File: config.mk
export PLATFORM = sky130hd
export DESIGN_NAME = spmv_perf_stats
export DESIGN_NICKNAME = d
export VERILOG_FILES = /design/src/rtl/spmv_perf_pkg.sv /design/src/rtl/spmv_perf_edge.sv /design/src/rtl/spmv_perf_stats.sv
export SDC_FILE = /design/constraint.sdc
export NUM_CORES = 1
export LEC_CHECK = 0
export ABC_AREA = 1
export BUFFER_PORTS_ARGS = -buffer_cell sky130_fd_sc_hd__buf_4
export CORE_MARGIN = 1
export CORE_UTILIZATION = 33
export DETAILED_ROUTE_END_ITERATION = 16
export HOLD_SLACK_MARGIN = 0.12
export PLACE_DENSITY = 0.54
export SLEW_MARGIN = 20
export SYNTH_ARGS = -nofsm -noshare
export SYNTH_HDL_FRONTEND = slang
export SYNTH_HIERARCHICAL = 1
export SYNTH_SLANG_ARGS = --single-unit
File: constraint.sdc
create_clock -name clk -period 4.95 [get_ports clk]
set_clock_uncertainty 0.15 [all_clocks]
set_input_delay 0.99 -clock clk [delete_from_list [all_inputs] [get_ports clk]]
set_output_delay 0.99 -clock clk [all_outputs]
set_load 0.005 [all_outputs]
File: src/rtl/spmv_perf_pkg.sv
// Shared definitions for the SpMV run statistics block: FSM states,
// register addresses and the default settle delay.
package spmv_perf_pkg;

    typedef enum logic [1:0] {
        ST_IDLE   = 2'd0,
        ST_SETTLE = 2'd1,
        ST_UPDATE = 2'd2
    } state_t;

    localparam logic [2:0] ADDR_RUNS   = 3'd0;
    localparam logic [2:0] ADDR_LAST   = 3'd1;
    localparam logic [2:0] ADDR_MIN    = 3'd2;
    localparam logic [2:0] ADDR_MAX    = 3'd3;
    localparam logic [2:0] ADDR_BASE   = 3'd4;
    localparam logic [2:0] ADDR_STATUS = 3'd5;

    localparam int SETTLE_CYC_DEFAULT = 2;

endpackage

File: src/rtl/spmv_perf_edge.sv
// Registered rising-edge detector: o_edge is high in the first cycle
// that i_sig is seen high after being low.
module spmv_perf_edge (
    input  logic clk,
    input  logic rstn,
    input  logic i_sig,
    output logic o_edge
);

    logic r_sig_ff;

    always_ff @(posedge clk) begin
        if (!rstn) begin
            r_sig_ff <= 1'b0;
        end else begin
            r_sig_ff <= i_sig;
        end
    end

    assign o_edge = i_sig & ~r_sig_ff;

endmodule

File: src/rtl/spmv_perf_stats.sv
// Per-run duration statistics derived from the cumulative SpMV busy-cycle
// timer, with a registered host read port.
module spmv_perf_stats
    import spmv_perf_pkg::*;
#(
    parameter int CNT_W      = 64,
    parameter int RUNS_W     = 32,
    parameter int SETTLE_CYC = SETTLE_CYC_DEFAULT
) (
    input  logic             clk,
    input  logic             rstn,
    input  logic [CNT_W-1:0] time_use,
    input  logic             end_sig,
    input  logic             stats_clear,
    input  logic             rd_en,
    input  logic [2:0]       rd_addr,
    output logic             rd_valid,
    output logic [CNT_W-1:0] rd_data,
    output logic             busy
);

    state_t              r_state;
    state_t              w_state_next;
    logic [3:0]          r_settle_cnt;
    logic [3:0]          w_settle_next;
    logic                w_end_edge;
    logic                w_busy;
    logic                w_do_update;
    logic [CNT_W-1:0]    w_dur;
    logic [CNT_W-1:0]    w_rd_mux;

    logic [RUNS_W-1:0]   r_run_cnt;
    logic [CNT_W-1:0]    r_last_dur;
    logic [CNT_W-1:0]    r_min_dur;
    logic [CNT_W-1:0]    r_max_dur;
    logic [CNT_W-1:0]    r_base_snap;
    logic                r_overrun;
    logic                r_rd_valid;
    logic [CNT_W-1:0]    r_rd_data;

    spmv_perf_edge u_end_edge (
        .clk    (clk),
        .rstn   (rstn),
        .i_sig  (end_sig),
        .o_edge (w_end_edge)
    );

    always_ff @(posedge clk) begin
        if (!rstn) begin
            r_state      <= ST_IDLE;
            r_settle_cnt <= 4'd0;
        end else begin
            r_state      <= w_state_next;
            r_settle_cnt <= w_settle_next;
        end
    end

    always_comb begin
        w_state_next  = r_state;
        w_settle_next = r_settle_cnt;
        if (stats_clear) begin
            w_state_next  = ST_IDLE;
            w_settle_next = 4'd0;
        end else begin
            case (r_state)
                ST_IDLE: begin
                    if (w_end_edge) begin
                        w_state_next  = ST_SETTLE;
                        w_settle_next = 4'(SETTLE_CYC - 1);
                    end
                end
                ST_SETTLE: begin
                    if (r_settle_cnt == 4'd0) begin
                        w_state_next = ST_UPDATE;
                    end else begin
                        w_settle_next = r_settle_cnt - 4'd1;
                    end
                end
                ST_UPDATE: begin
                    w_state_next = ST_IDLE;
                end
                default: begin
                    w_state_next = ST_IDLE;
                end
            endcase
        end
    end

    assign w_busy      = (r_state != ST_IDLE);
    assign w_do_update = (r_state == ST_UPDATE) && !stats_clear;
    // Unsigned subtract stays correct across a wrap of the cumulative count.
    assign w_dur       = time_use - r_base_snap;

    always_ff @(posedge clk) begin
        if (!rstn) begin
            r_run_cnt   <= '0;
            r_last_dur  <= '0;
            r_min_dur   <= '1;
            r_max_dur   <= '0;
            r_base_snap <= '0;
            r_overrun   <= 1'b0;
        end else if (stats_clear) begin
            r_run_cnt   <= '0;
            r_last_dur  <= '0;
            r_min_dur   <= '1;
            r_max_dur   <= '0;
            r_base_snap <= time_use;
            r_overrun   <= 1'b0;
        end else begin
            if (w_do_update) begin
                r_last_dur  <= w_dur;
                r_base_snap <= time_use;
                if (w_dur < r_min_dur) begin
                    r_min_dur <= w_dur;
                end
                if (w_dur > r_max_dur) begin
                    r_max_dur <= w_dur;
                end
                if (r_run_cnt != '1) begin
                    r_run_cnt <= r_run_cnt + 1'b1;
                end
            end
            // A run ending while the previous one is still being sampled is lost.
            if (w_end_edge && w_busy) begin
                r_overrun <= 1'b1;
            end
        end
    end

    always_comb begin
        w_rd_mux = '0;
        case (rd_addr)
            ADDR_RUNS:   w_rd_mux = CNT_W'(r_run_cnt);
            ADDR_LAST:   w_rd_mux = r_last_dur;
            ADDR_MIN:    w_rd_mux = (r_run_cnt == '0) ? '0 : r_min_dur;
            ADDR_MAX:    w_rd_mux = r_max_dur;
            ADDR_BASE:   w_rd_mux = r_base_snap;
            ADDR_STATUS: w_rd_mux = CNT_W'({r_overrun, w_busy});
            default:     w_rd_mux = '0;
        endcase
    end

    always_ff @(posedge clk) begin
        if (!rstn) begin
            r_rd_valid <= 1'b0;
            r_rd_data  <= '0;
        end else begin
            r_rd_valid <= rd_en;
            if (rd_en) begin
                r_rd_data <= w_rd_mux;
            end
        end
    end

    assign rd_valid = r_rd_valid;
    assign rd_data  = r_rd_data;
    assign busy     = w_busy;

endmodule
==> impl_results.md <==
* Synth area leader: dfxtp_1
* Worst stage delay on the critical path at 0.48 ns
* FP Rows at 100
* Filler instances at 8,184
* Final worst slack at 0.231 ns
* Number of DRC markers in iteration 0 at 1,990
* Vias per inst at 4.82
* Slowest cell on the critical path: fa_1
* Register area share after synthesis at 0.290
* Initial Util at 0.334
* Final #Nets at 4,665
* Final TNS setup at 0 ns
* Synthesized area per cell at around 6.1 sq um
* Synthesized cell area at 0.0250 sq mm
* Crit path top cell by count: nand2_1
* Crit-path max FO at 21
* #FFs+latches synth at 361
* Drt drc at 0
* Peak VDD IR at 0.000242 V
* Max Cap Violations at 0
* Synth top area share at 0.290
* Clock sink count at between 300 and 400
* Fin crit share at 0.953
* Final core occ at 0.408
* Min-Delay Path Class: reg2reg
* Detailed Place HPWL at 74,600 um
* Least-Margin Pin Slew at 1.06 ns
* Initial antenna violation count at 3
* Fin. Hold Viols at 0
* Setup CP Type: in2reg
* Final Cell Area at 0.0304 sq mm
* Most frequent cell after synthesis: nand2_1
* RSZ-0062 raised after global routing: no
* Global route overflow at 0
* Status: completed
* Number of global-route vias before repair at approximately 24,000
* GP Congestion at 0.969
* Synthesis-to-layout area growth at 22.0%
* Core outline area at roughly 0.075 sq mm
* Most frequent cells after synthesis: 1,288 x nand2_1, 679 x inv_1, 379 x nor2_1
* Setup-failing EPs final at 0
* Cells after Synth at 4,067
* CP bufs+invs at 7
* Critical Path AT at 5.01 ns
* CP top delay family: simple AND/OR/NAND/NOR gates
* Post-synth EDFFs at 0
* Crit path launch type: input pin
* Io pins at approximately 140
* Area post-placement at between 0.02 and 0.03 sq mm
* Port Buffers at 137
* Die width at 277 um
* Main synth FF type: dfxtp_1
* Distinct cell type count after synthesis at slightly above 50
* Pwr Density at 296 mW/mm^2
* Yosys warns at 6
* Clk slew on worst S/H paths at 0.06 ns
* CTS Buffer Depth at 3
* CP endpoint kind: flip-flop
* Synth area leaders: dfxtp_1 29%, nand2_1 19%, inv_1 10%, ha_1 9.7%, a21oi_1 6.8%
* Maximum clock rate at 0.212 GHz
* Drt first pass iters at 7
* Critical path required time at 5.24 ns
* Post-DRT Antenna Nets at 0
* First-pass GRT wire length at 145,000 um
* Minimum clock period at 4.72 ns
* DR WL/cell at 17.7 um
* CTS tree: yes
* Slew Viols, Final at 0
* P_leak at 15.8 nW
* Largest net degree at the start of global routing at approximately 160
* Worst-Skew Late Latency at about 0.6 ns
* Asr flop ratio synth at 0
* Drt total wl at 95,700 um
* Layout cells sized above 1 at 0.129
* CTS root buf: clkbuf_16
* Via Count at between 20,000 and 30,000
* Hold Buf Count CTS at 0
* H-tree depth at 2
* Pre-CTS setup slack at -0.306 ns
* Total global-route track usage at 0.245
* TritonCTS buffer count at 45
* Die ar. at between 0.07 and 0.08 sq mm
* Relative slew slack at 0.296
* Die Ht at 277 um
* Mapped Nets at roughly 4,300
worst reg2reg max path: stages, from the launching register on:
cell	delay [ns]
dfxtp_1	0.36
ha_1	0.21
inv_1	0.08
fa_1	0.49
nand2_1	0.11
nand3_1	0.13
nand2_1	0.11
nand2_1	0.09
nand2_1	0.07
nand2_1	0.14
nand2_1	0.17
nand2_1	0.07
nand2_1	0.06
nand2_1	0.15
ha_1	0.32
nand2_1	0.06
buf_4	0.13
nor2_1	0.33
nand3_1	0.21
buf_4	0.18
nor2_1	0.09
nand2_1	0.07
nand2_2	0.15
inv_2	0.13
buf_12	0.18
nand2_1	0.09
nand3_1	0.06
flip-flops by register name, indices dropped and copies added (netlist names):
register,count
r_overrun,1
r_state,2
r_run_cnt,32
r_base_snap,64
r_max_dur,64
r_settle_cnt,4
rd_valid,1
u_end_edge/r_sig_ff,1
r_last_dur,64
rd_data,64
r_min_dur,64
cells by family (layout without fill, tap and decap cells):
family	after synthesis	count (layout)	share of synthesized area
buffers and inverters	842	1210	0.131
adders and majority gates	195	195	0.0981
AOI/OAI and AO/OA	619	619	0.138
and+or+nand+nor	2016	2016	0.331
DFF	361	361	0.290
xor gates and xnor gates	34	34	0.0119
other	0	1	0
routing by layer:
metal  part of all wire  global-route usage  wire [um]
met5                  0                   0          0
met4              0.028              0.0719       2700
met3              0.058              0.0353       5590
met2               0.44               0.396      42300
met1               0.47               0.336      45200
through the flow:
stage | hold WS, ns | instances | power (W)
after floorplan | 0.280 | 4067 | 0.00443
after global placement | 0.293 | 5320 | 0.00559
after detailed placement | 0.296 | 5320 | 0.00559
after CTS | 0.311 | 5404 | 0.00906
after global routing | 0.327 | 5404 | 0.00949
final | 0.308 | 5405 | 0.00901
layout make-up:
cell class | instances | area (sq um) | share of cell area
antenna | 1 | 2.50 | 0.0000822
clock inverter | 29 | 332 | 0.0109
inverter | 700 | 2630 | 0.0864
clock buffer | 55 | 1190 | 0.0392
timing repair buffer | 426 | 3350 | 0.110
sequential | 361 | 7230 | 0.237
multi-input combinational | 2864 | 14500 | 0.476
tap | 969 | 1210 | 0.0398
power breakdown:
part           switching, W  internal (W)  total, W
combinational       0.00158      0.000982   0.00257
clock               0.00145       0.00201   0.00345
sequential        0.0000374       0.00296   0.00299
final timing paths:
| kind | cells after the start | start | slack (ns) | end |
|---|---|---|---|---|
| min | 2 | r_min_dur[53]$_SDFFE_PP1P_ | 0.31 | r_min_dur[53]$_SDFFE_PP1P_ |
| max reg2reg | 26 | r_base_snap[0]$_SDFFE_PN0P_ | 0.39 | r_min_dur[39]$_SDFFE_PP1P_ |
| min reg2reg | 2 | r_min_dur[53]$_SDFFE_PP1P_ | 0.31 | r_min_dur[53]$_SDFFE_PP1P_ |
| max | 28 | time_use[0] | 0.23 | r_min_dur[39]$_SDFFE_PP1P_ |
what timing repair did:
action	CTS	global route
gates resized for setup	0	5
setup buffers	0	0
endpoints found under the setup margin	0	72
placed cells by master, fill, tap and decap left out, drive strengths merged, types with 52 or more instances in the layout:
master / instances
o22ai: 63
nor3: 52
clkbuf: 55
inv: 702
ha: 194
nand3: 191
o21ai: 136
a21oi: 341
dfxtp: 361
nor2: 398
nand2: 1299
buf: 426
Note: power is estimated with default switching activity, not from simulation.
